--- config.mk ---
export PLATFORM = sky130hd
export DESIGN_NAME = control_next_state
export DESIGN_NICKNAME = d
export VERILOG_FILES = /design/src/rtl/control_pkg.sv /design/src/rtl/control_debounce.sv /design/src/rtl/control_next_state.sv
export SDC_FILE = /design/constraint.sdc
export NUM_CORES = 1
export LEC_CHECK = 0
export BUFFER_PORTS_ARGS = -buffer_cell sky130_fd_sc_hd__buf_2
export CAP_MARGIN = 40
export CORE_MARGIN = 2
export CORE_UTILIZATION = 35
export DETAILED_ROUTE_END_ITERATION = 10
export SYNTH_ARGS = -nofsm -noshare
export SYNTH_HDL_FRONTEND = slang
export SYNTH_SLANG_ARGS = --single-unit
--- constraint.sdc ---
create_clock -name clk_main -period 2.5 [get_ports clk_main]
set_input_delay 0.5 -clock clk_main [delete_from_list [all_inputs] [get_ports clk_main]]
set_output_delay 0.5 -clock clk_main [all_outputs]
set_load 0.02 [all_outputs]
--- src/rtl/control_pkg.sv ---
// control_pkg
//   Shared definitions for the control state-register next-state logic:
//   debounce FSM encoding and the default debounce length.
//   DEBOUNCE_CYCLES_DEF : consecutive stable cycles (10 ms @ 50 MHz)
//   CNT_W_DEF           : counter width, 2**CNT_W_DEF > DEBOUNCE_CYCLES_DEF
package control_pkg;

   localparam int unsigned DEBOUNCE_CYCLES_DEF = 500000;
   localparam int unsigned CNT_W_DEF           = 20;

   // 2'd3 is unused; the FSM recovers from it to ST_REL_WAIT.
   typedef enum logic [1:0] {
      ST_REL_WAIT = 2'd0,
      ST_IDLE     = 2'd1,
      ST_PRESS_DB = 2'd2
   } db_state_e;

endpackage

--- src/rtl/control_debounce.sv ---
// control_debounce
//   Two-flop synchroniser, saturating debounce counter and press/release FSM
//   for a raw pushbutton.
//   clk_i      : clock, rising edge
//   reset_i    : synchronous active-high reset
//   btn_raw_i  : asynchronous bouncing button, 1 = pressed
//   press_ok_o : combinational strobe, high in the cycle whose edge accepts a press
//   busy_o     : 1 whenever the FSM is not in IDLE (decoded from the state register)
module control_debounce
   import control_pkg::*;
#(
   parameter int unsigned DEBOUNCE_CYCLES = DEBOUNCE_CYCLES_DEF,
   parameter int unsigned CNT_W           = CNT_W_DEF
) (
   input  logic clk_i,
   input  logic reset_i,
   input  logic btn_raw_i,
   output logic press_ok_o,
   output logic busy_o
);

   localparam logic [CNT_W-1:0] CNT_LAST = CNT_W'(DEBOUNCE_CYCLES - 1);

   logic             s1_q;
   logic             btn_s_q;
   logic [CNT_W-1:0] cnt_q, cnt_d;
   logic [CNT_W-1:0] cnt_inc;
   db_state_e        state_q, state_d;

   // Synchroniser and state register.
   always_ff @(posedge clk_i) begin
      if (reset_i) begin
         s1_q    <= 1'b0;
         btn_s_q <= 1'b0;
         cnt_q   <= '0;
         state_q <= ST_REL_WAIT;
      end else begin
         s1_q    <= btn_raw_i;
         btn_s_q <= s1_q;
         cnt_q   <= cnt_d;
         state_q <= state_d;
      end
   end

   // Next-state logic. The counter saturates instead of wrapping; it is only
   // ever compared against CNT_LAST.
   always_comb begin
      cnt_inc = (cnt_q == '1) ? cnt_q : cnt_q + CNT_W'(1);
      state_d = state_q;
      cnt_d   = cnt_q;
      case (state_q)
         ST_REL_WAIT: begin
            if (btn_s_q) begin
               cnt_d = '0;
            end else if (cnt_q == CNT_LAST) begin
               state_d = ST_IDLE;
               cnt_d   = '0;
            end else begin
               cnt_d = cnt_inc;
            end
         end
         ST_IDLE: begin
            if (btn_s_q) begin
               state_d = ST_PRESS_DB;
               cnt_d   = '0;
            end
         end
         ST_PRESS_DB: begin
            if (!btn_s_q) begin
               state_d = ST_IDLE;
               cnt_d   = '0;
            end else if (cnt_q == CNT_LAST) begin
               state_d = ST_REL_WAIT;
               cnt_d   = '0;
            end else begin
               cnt_d = cnt_inc;
            end
         end
         default: begin
            state_d = ST_REL_WAIT;
            cnt_d   = '0;
         end
      endcase
   end

   // Outputs.
   always_comb begin
      busy_o     = (state_q != ST_IDLE);
      press_ok_o = (state_q == ST_PRESS_DB) && btn_s_q && (cnt_q == CNT_LAST);
   end

endmodule

--- src/rtl/control_next_state.sv ---
// control_next_state
//   Next-state (NS) input of the 1-bit control state register. Each debounced
//   press toggles the stored state once; holding the button toggles only once.
//   clk_main     : clock, rising edge
//   reset        : synchronous active-high reset
//   btn_raw      : asynchronous bouncing pushbutton, 1 = pressed
//   en           : 1 = accepted presses toggle, 0 = presses consumed silently
//   cur_state    : state register output (fed back, not registered here)
//   NS           : cur_state ^ toggle_pulse
//   toggle_pulse : registered one-cycle strobe per accepted press
//   busy         : 1 while the debounce FSM is not IDLE
module control_next_state
   import control_pkg::*;
#(
   parameter int unsigned DEBOUNCE_CYCLES = DEBOUNCE_CYCLES_DEF,
   parameter int unsigned CNT_W           = CNT_W_DEF
) (
   input  logic clk_main,
   input  logic reset,
   input  logic btn_raw,
   input  logic en,
   input  logic cur_state,
   output logic NS,
   output logic toggle_pulse,
   output logic busy
);

   logic press_ok;
   logic toggle_pulse_q;

   control_debounce #(
      .DEBOUNCE_CYCLES (DEBOUNCE_CYCLES),
      .CNT_W           (CNT_W)
   ) u_debounce (
      .clk_i      (clk_main),
      .reset_i    (reset),
      .btn_raw_i  (btn_raw),
      .press_ok_o (press_ok),
      .busy_o     (busy)
   );

   // en is only looked at on the accepting edge, so a disabled press is
   // consumed rather than deferred.
   always_ff @(posedge clk_main) begin
      if (reset) begin
         toggle_pulse_q <= 1'b0;
      end else begin
         toggle_pulse_q <= press_ok & en;
      end
   end

   assign toggle_pulse = toggle_pulse_q;
   assign NS           = cur_state ^ toggle_pulse_q;

endmodule

==> metrics.md, run 1 <==
| Metric | Value |
|---|---|
| Status | `finished clean` |
| Crit-path max cell delay | `roughly 0.5 ns` |
| Top FF cell, synth | `dfxtp_1` |
| Pins over their slew limit | `0` |
| Die W | `between 70 and 80 um` |
| First-pass GRT wire length | `6.065 mm` |
| Clk sink count | `25` |
| Routed Antenna Nets | `0` |
| Cell row count | `24` |
| Worst-Skew Late Latency | `0.27 ns` |
| YS warnings | `0` |
| Post-DP HPWL | `2.474 mm` |
| Cell Area, Synth | `approximately 1500 um2` |
| Synth Instances | `178` |
| Top area cells in the synthesized netlist | `dfxtp_1, a311oi_1, a21oi_1` |
| GRT Total Usage | `15.12%` |
| Crit path max fanout | `8` |
| Routed wl met3 | `approximately 90 um` |
| Multi-input combinational cell area | `around 970 um2` |
| Seq/Total Area, Yosys | `around a third` |
| Post-synth ARST share | `0%` |
| Die Ht | `70.20 um` |
| Clock buffer depth | `2` |
| Peak supply drop | `0.2316 mV` |
| Core area | `4294 um2` |
| Max Cap Viol | `0` |
| Netlist cell types | `between 40 and 50` |
| Post-cts sizing count | `0` |
| Final Critical Period | `about 2.1 ns` |
| Largest net degree at the start of global routing | `38` |
| Antenna cells | `0` |
| Pwr/cell area | `424.4 nW/um2` |
| Ports | `8` |
| Pleak | `~0.46 nW` |
| Register Area | `between 500 and 600 um2` |
| Clock Tree Root | `clkbuf_8` |
| Clock transition at path regs | `around 0.090 ns` |
| Area Overhead vs Synth | `6.607%` |
| Fill count | `430` |
| EDFF count, synth | `0` |
| Buffers & Inverters on Critical Path | `0` |
| TritonRoute pass-1 iters | `4` |
| Startpoint types | `flop` |
| Measured slew at the worst slew-check pin | `between 0.5 and 0.6 ns` |
| Placed cell area | `around 1600 um2` |
| Detailed-route wire length per cell | `~15 um` |
| Net count reported at finish | `~190` |
| I/O Buffers | `7` |
| DR top layer | `met4` |
| Critical Path RT | `approximately 2.7 ns` |
| Final setup violation count | `0` |
| Max Fclk | `around 470 MHz` |
| TritonCTS Buffers | `3` |
| Worst-path cell chain | `ha_1 > nand4_2 > or3_4 > nor2_4 > o21ai_1 > a311oi_1` |
| Crit path max-delay family | `simple AND/OR/NAND/NOR gates` |
| Final Hold Fails | `0` |
| Syn nets | `roughly 180` |
| Syn_area_per_cell | `between 8 and 9 um2` |
| Final cycle utilization of the critical path | `around 85%` |
| Post-route cell area | `approximately 1600 um2` |
| Slew margin rel. | `between 60% and 70%` |
| Post-CTS setup buffers | `0` |
| Vias in the first global route | `around 1,200` |
| Worst path slowest cell | `or3_4` |
| Met2 wire length | `1.651 mm` |
| CTS tree | `yes` |
| Overflow after GRT | `0` |
| Worst EP arrival | `~2.3 ns` |
| Share of cells above drive strength 1 | `~16%` |
| Met1 WL | `1.849 mm` |
| RSZ-0062 raised after global routing | `no` |
| DIE AREA | `around 4900 um2` |
| Synthesized flop and latch total | `25` |
| GP Congestion | `0.8367` |
| Initial antenna violation count | `0` |
| Final setup skew | `~0.008 ns` |
| DR DRC count | `0` |
| TNS Setup | `0 ns` |
| Vias after detailed routing | `between 1,000 and 1,500` |
| Crit. End Element | `flop` |
| Post-synth top area share | `32.63%` |
| Post-synth top area cell | `dfxtp_1` |
| Setup CP Type | `reg2reg` |
| Hold Crit Class | `in2reg` |
| Starting Density | `a little over a third` |
| Cts hold-fix bufs | `0` |
| CTS HTree Levels | `1` |
| First DRT Iteration DRCs | `about 120` |
| Vias/cell | `slightly above 6` |
| WL final | `3.619 mm` |
worst paths after layout:
path                            start              endpoint  slack [ns]  cells past startpoint
setup / recovery  u_debounce.cnt_q[0]  u_debounce.cnt_q[11]        0.38                      6
hold / removal                btn_raw       u_debounce.s1_q        0.44                      2
setup reg to reg  u_debounce.cnt_q[0]  u_debounce.cnt_q[11]        0.38                      6
hold reg to reg       u_debounce.s1_q    u_debounce.btn_s_q        0.45                      1
area by class of cell:
cell class	instances	area share (%)
inverters	2	0.4591
flip-flops and latches	25	30.60
well taps	52	3.979
clock buffers	4	2.754
repair buffers	9	3.060
multi-input cells	142	59.14
where the power goes:
| part | internal [mW] | switching, mW | total [mW] |
|---|---|---|---|
| registers | 0.404 | 0.00619 | 0.410 |
| clock network | 0.114 | 0.131 | 0.245 |
| logic | 0.0145 | 0.0246 | 0.0391 |
flip-flops by register name (all words and copies together) (netlist names):
register	count
u_debounce.state_q	2
u_debounce.cnt_q	20
toggle_pulse	1
u_debounce.s1_q	1
u_debounce.btn_s_q	1
metrics by stage:
step	utilization, %	std cells	power, mW	hold WS, ns	setup WS [ns]
5_1_grt	38.08	234	0.7271	0.4350	0.1832
2_1_floorplan	-	178	0.4507	0.4138	0.6269
3_3_place_gp	37.03	230	0.4581	0.4160	0.4330
6_report	38.08	234	0.6940	0.4394	0.3838
4_1_cts	38.08	234	0.7031	0.4295	0.3679
3_5_place_dp	37.03	230	0.4580	0.4362	0.3758
per-layer routing:
layer	vias to the layer above	global-route usage, %
met5	-	0
met4	0	5.556
met3	2	2.165
met1	677	21.60
met2	27	23.07
li1	716	-
worst register-to-register path: cells and delay by family, from the launching register on:
family	cells	cell delay (ns)
AND/OR/NAND/NOR	3	1.01
flip-flops	1	0.40
AO/OA/AOI/OAI	2	0.36
adder cells (fa/ha/maj)	1	0.27
cells in the final DEF, fill, tap and decap left out, types with 7 or more instances in the layout:
master    count
nand3_1       8
nand2_1      14
a311oi_1      9
a21oi_1      13
dfxtp_1      25
o21ai_1      10
a31oi_1       7
nor2_1        8
buf_2         7
synthesized netlist by cell type, drive strengths merged, types with 2 or more instances:
library cell and count:
a21oi 14, inv 2, nor3 9, nor4 7
o31ai 2, nand3 9, a211oi 6, nand2 14
nand4 4, a31oi 7, or3 3, nand3b 2
o21ai 10, or2 3, a311oi 9, a41oi 6
or4 2, nor2 9, nor2b 2, and3 5
clkbuf 4, o311ai 2, buf 5, dfxtp 25
nand2b 6
kinds of logic (layout without fill, tap and decap cells):
group / Yosys count / count (layout) / share of synthesized area [%]
AO/OA/AOI/OAI: 59 / 59 / 27.16
XOR/XNOR: 1 / 1 / 0.5711
adder cells (fa/ha/maj): 1 / 1 / 0.8155
buffers and inverters: 11 / 15 / 4.323
flip-flops: 25 / 25 / 32.63
multiplexers: 1 / 1 / 0.7340
AND/OR/NAND/NOR: 80 / 80 / 33.77
Note: power is estimated with default switching activity, not from simulation.
==> run 2, diff against run 1 <==
clock period = 2.1 ns   (was 2.5 ns; I/O delays follow)
==> metrics.md, run 2 (synthesis results as in run 1) <==
| Metric | Value |
|---|---|
| Measured slew at the worst slew-check pin | `about 0.57 ns` |
| First DRT Iteration DRCs | `150` |
| Clock Tree Root | `clkbuf_8` |
| Crit path max-delay family | `simple AND/OR/NAND/NOR gates` |
| Overflow after GRT | `0` |
| Cell row count | `24` |
| TritonCTS Buffers | `3` |
| Clock transition at path regs | `0.09 ns` |
| Buffers & Inverters on Critical Path | `1` |
| WL final | `3.842 mm` |
| Largest regs | `u_debounce.cnt_q x20, u_debounce.state_q x2` |
| Sequential share of power | `~58%` |
| Worst path slowest cell | `or4_4` |
| Most common library cell in the layout ignoring fill and taps | `dfxtp_1` |
| Post-cts sizing count | `0` |
| CTS tree | `yes` |
| TritonRoute pass-1 iters | `4` |
| Die W | `70.20 um` |
| Hold Crit Class | `in2reg` |
| Setup CP Type | `reg2reg` |
| Overall power | `around 0.84 mW` |
| Worst-Skew Late Latency | `approximately 0.28 ns` |
| Area Overhead vs Synth | `14.19%` |
| Clk sink count | `25` |
| Startpoint types | `flop` |
| Final cycle utilization of the critical path | `between 90% and 100%` |
| Antenna cells | `0` |
| Post-DP HPWL | `~2.7 mm` |
| Net count reported at finish | `around 200` |
| Slew margin rel. | `between 60% and 70%` |
| Final setup violation count | `0` |
| Sw Share | `about a quarter` |
| GRT Total Usage | `16.27%` |
| Detailed-route wire length per cell | `around 16 um` |
| Pint | `between 0.6 and 0.7 mW` |
| Starting Density | `between 30% and 40%` |
| DR DRC count | `0` |
| Crit. End Element | `flop` |
| Vias in the first global route | `approximately 1,400` |
| Final hold slack | `0.3470 ns` |
| CTS HTree Levels | `1` |
| GP Congestion | `a little under 0.9` |
| Share of cells above drive strength 1 | `a little under a quarter` |
| Status | `finished clean` |
| Final setup skew | `0.004120 ns` |
| Critical Path RT | `about 2.3 ns` |
| First-pass GRT wire length | `between 6 and 7 mm` |
| Worst EP arrival | `2.10 ns` |
| Post-CTS setup buffers | `0` |
| Clock buffer depth | `2` |
| Initial antenna violation count | `0` |
| I/O Buffers | `7` |
| Vias after detailed routing | `approximately 1,500` |
| Most frequent cells in the layout | `dfxtp_1, nand2_1, a21oi_1` |
| DIE AREA | `approximately 4900 um2` |
| Worst-path cell chain | `or4_4 > nor4_4 > a21oi_2 > buf_12 > a41oi_1 > a311oi_1` |
| Pleak | `around 0.54 nW` |
| Top register by number of flip-flops | `u_debounce.cnt_q` |
| Cts hold-fix bufs | `0` |
| Vias/cell | `approximately 6.1` |
| Final Hold Fails | `0` |
| Max Cap Viol | `0` |
| Fill count | `429` |
| Max Fclk | `513.7 MHz` |
| Combinational fraction of design power | `6.5%` |
| Crit path max fanout | `37` |
| Peak supply drop | `between 0.2 and 0.25 mV` |
| Largest net degree at the start of global routing | `38` |
| Routed Antenna Nets | `0` |
| P_sw | `around 0.20 mW` |
| Die Ht | `around 70 um` |
| Pwr/cell area | `479.5 nW/um2` |
| Pins over their slew limit | `0` |
| Largest register FFs | `20` |
| RSZ-0062 raised after global routing | `yes` |
| Clock power frac | `between 30% and 40%` |
| Crit-path max cell delay | `between 0.5 and 0.6 ns` |
| Ports | `8` |
| Final Critical Period | `~1.9 ns` |
| Core area | `between 4000 and 5000 um2` |
==> run 2: final timing paths <==
path | slack [ns] | startpoint | depth (start not counted) | endpoint
hold / removal | 0.35 | btn_raw | 2 | u_debounce.s1_q
setup / recovery | 0.15 | u_debounce.cnt_q[6] | 6 | u_debounce.cnt_q[11]
setup reg to reg | 0.15 | u_debounce.cnt_q[6] | 6 | u_debounce.cnt_q[11]
hold reg to reg | 0.45 | u_debounce.s1_q | 1 | u_debounce.btn_s_q
==> run 2: layer usage <==
metal,part of all wire [%],GRT usage [%],vias to the layer above
li1,-,-,732
met1,47,23.24,699
met2,46,24.66,41
met3,4.6,2.453,7
met4,2.0,6.197,0
met5,0,0,-
==> run 2: power by group through the flow <==
stage,registers [mW],clock network (mW),logic (mW)
2_1_floorplan,0.497,0,0.0393
3_3_place_gp,0.498,0,0.0528
3_5_place_dp,0.498,0,0.0532
4_1_cts,0.487,0.311,0.0534
5_1_grt,0.489,0.329,0.0612
6_report,0.487,0.298,0.0542
==> run 2: cell type report <==
class	count	area [um2]	share of cell area [%]
Sequential cell	25	501.7	28.64
Tap cell	52	65.06	3.714
Clock inverter	1	5.005	0.2857
Timing Repair Buffer	19	137.6	7.857
Multi-Input combinational cell	142	993.5	56.71
Inverter	2	7.507	0.4286
Clock buffer	3	41.29	2.357
==> run 2: per-stage QoR <==
step                      std cells  utilization [%]  setup WS (ns)  area [um2]  setup TNS, ns
after floorplan                 178                -         0.2269        1534              0
after global routing            244            40.79       -0.01049        1752       -0.01049
after detailed placement        240            39.07        0.07599        1678              0
after CTS                       244            40.15        0.05768        1724              0
final                           244            40.79         0.1533        1752              0
after global placement          240            39.07         0.1382        1678              0
==> run 3, diff against run 2 <==
MAX_ROUTING_LAYER = met4   (was not set)
==> metrics.md, run 3 (synthesis results as in run 1) <==
| Metric | Value |
|---|---|
| Setup WS post-layout | `about 0.14 ns` |
| Net count reported at finish | `around 200` |
| FF-to-FF path depth | `5` |
| Met1 Use GR | `between 20 and 25%` |
| Largest net degree at the start of global routing | `38` |
| Crit path max fanout | `8` |
| Clock transition at path regs | `0.09 ns` |
| Final hold slack | `between 0.3 and 0.4 ns` |
| GP Congestion | `0.8979` |
| Flop2flop setup slack | `0.14 ns` |
| Die W | `~70 um` |
| Vias after detailed routing | `1,487` |
| Ports | `8` |
| CTS HTree Levels | `1` |
| Pins over their slew limit | `0` |
| Antenna cells | `0` |
| Clock power frac | `between 30% and 40%` |
| First DRT Iteration DRCs | `roughly 130` |
| TritonRoute pass-1 iters | `4` |
| Vias/cell | `approximately 6.1` |
| Sw Share | `between 20% and 30%` |
| Slew margin rel. | `61.08%` |
| Final core utilization | `approximately two fifths` |
| CTS tree | `yes` |
| Core area | `around 4300 um2` |
| Top register by number of flip-flops | `u_debounce.cnt_q` |
| Worst EP arrival | `roughly 2.2 ns` |
| GRT Total Usage | `about 17%` |
| Multi-input combinational cell area | `a little under 1000 um2` |
| Combinational fraction of design power | `~6.4%` |
| Largest regs | `u_debounce.cnt_q x20, u_debounce.state_q x2` |
| Detailed-route wire length per cell | `approximately 16 um` |
| Pint | `about 0.64 mW` |
| Worst-Skew Late Latency | `approximately 0.28 ns` |
| Hold Crit Depth | `2` |
| Measured slew at the worst slew-check pin | `between 0.5 and 0.6 ns` |
| Area Overhead vs Synth | `14.19%` |
| Routed Antenna Nets | `0` |
| Post-CTS setup buffers | `0` |
| Global Route met2 Usage | `between 20% and 30%` |
| Critical Path RT | `2.30 ns` |
| Status | `finished clean` |
| Final Critical Period | `between 1.5 and 2 ns` |
| Final setup skew | `between 0.005 and 0.006 ns` |
| Cell row count | `24` |
| Grt peak-use layer | `met2` |
| Crit. End Element | `flop` |
| Overflow after GRT | `0` |
| Pleak | `between 0.5 and 0.6 nW` |
| Most frequent cells in the layout | `dfxtp_1, nand2_1, a21oi_1` |
| Post-DP HPWL | `~2.7 mm` |
| Routing usage on met3 | `about 2.5%` |
| Placed insts | `240` |
| Final Hold Fails | `0` |
| Register Area | `roughly 500 um2` |
| Clock Tree Root | `clkbuf_8` |
| Share of cells above drive strength 1 | `about a quarter` |
| Startpoint types | `flop` |
| Final setup violation count | `0` |
| Clock buffer depth | `2` |
| I/O Buffers | `7` |
| Fill count | `429` |
| Largest register FFs | `20` |
| Max Fclk | `approximately 510 MHz` |
| Die Ht | `around 70 um` |
| Pre-CTS WS | `between 0.07 and 0.08 ns` |
| Final cycle utilization of the critical path | `between 90 and 100%` |
| Setup CP Type | `reg2reg` |
| Starting Density | `between 30 and 40%` |
| Peak supply drop | `~0.24 mV` |
| Pwr/cell area | `roughly 480 nW/um2` |
| P_sw | `roughly 0.20 mW` |
| Most common library cell in the layout ignoring fill and taps | `dfxtp_1` |
| Max Cap Viol | `0` |
| DIE AREA | `4928 um2` |
| Overall power | `approximately 0.84 mW` |
| Clk sink count | `25` |
| TritonCTS Buffers | `3` |
| RSZ-0062 raised after global routing | `yes` |
| Cell Count, Final, Fillers Out | `about 240` |
| DR DRC count | `0` |
| First-pass GRT wire length | `around 6.5 mm` |
| WL final | `between 3 and 4 mm` |
| Sequential share of power | `a little under 60%` |
| Vias in the first global route | `~1,400` |
| Initial antenna violation count | `0` |
| Hold Crit Class | `in2reg` |
==> run 3: metal layers <==
metal / wire (um) / share of wire [%]
met4: 68 / 1.8
met1: 1783 / 46
met3: 216 / 5.6
met2: 1779 / 46
met5: 0 / 0
==> run 3: worst paths after layout <==
kind | to | from
setup / recovery | u_debounce.cnt_q[0] | u_debounce.cnt_q[8]
hold / removal | u_debounce.s1_q | btn_raw
setup reg to reg | u_debounce.cnt_q[0] | u_debounce.cnt_q[8]
hold reg to reg | u_debounce.btn_s_q | u_debounce.s1_q
==> run 3: metrics by stage <==
stage	TNS [ns]	instance area, um2
2_1_floorplan	0	1534
3_3_place_gp	0	1678
3_5_place_dp	0	1678
4_1_cts	0	1724
5_1_grt	-0.01049	1752
6_report	0	1752
==> run 3: power by group through the flow <==
stage	Clock, mW	Sequential, mW	Combinational [mW]
2_1_floorplan	0	0.497	0.0393
4_1_cts	0.311	0.487	0.0534
6_report	0.299	0.487	0.0542
3_5_place_dp	0	0.498	0.0532
5_1_grt	0.329	0.489	0.0612
3_3_place_gp	0	0.498	0.0528
==> run 3: area by class of cell <==
type,instances,area share (%)
sequential,25,28.64
inverter,2,0.4286
timing repair buffer,19,7.857
multi-input combinational,142,56.71
tap,52,3.714
clock inverter,1,0.2857
clock buffer,3,2.357
==> run 3: critical path, cell delays in order (launching register included) <==
cell and delay [ns]:
dfxtp_1 0.44, nand3_1 0.31, or3_4 0.54, nor2_4 0.22, a21oi_1 0.12, a211oi_1 0.25
==> run 3: what timing repair did <==
| item | 4_1_cts | 5_1_grt |
|---|---|---|
| resized for setup | 0 | 6 |
| endpoints found under the setup margin | 0 | 12 |
| hold endpoints to repair | 0 | 0 |
| hold buffers | 0 | 0 |
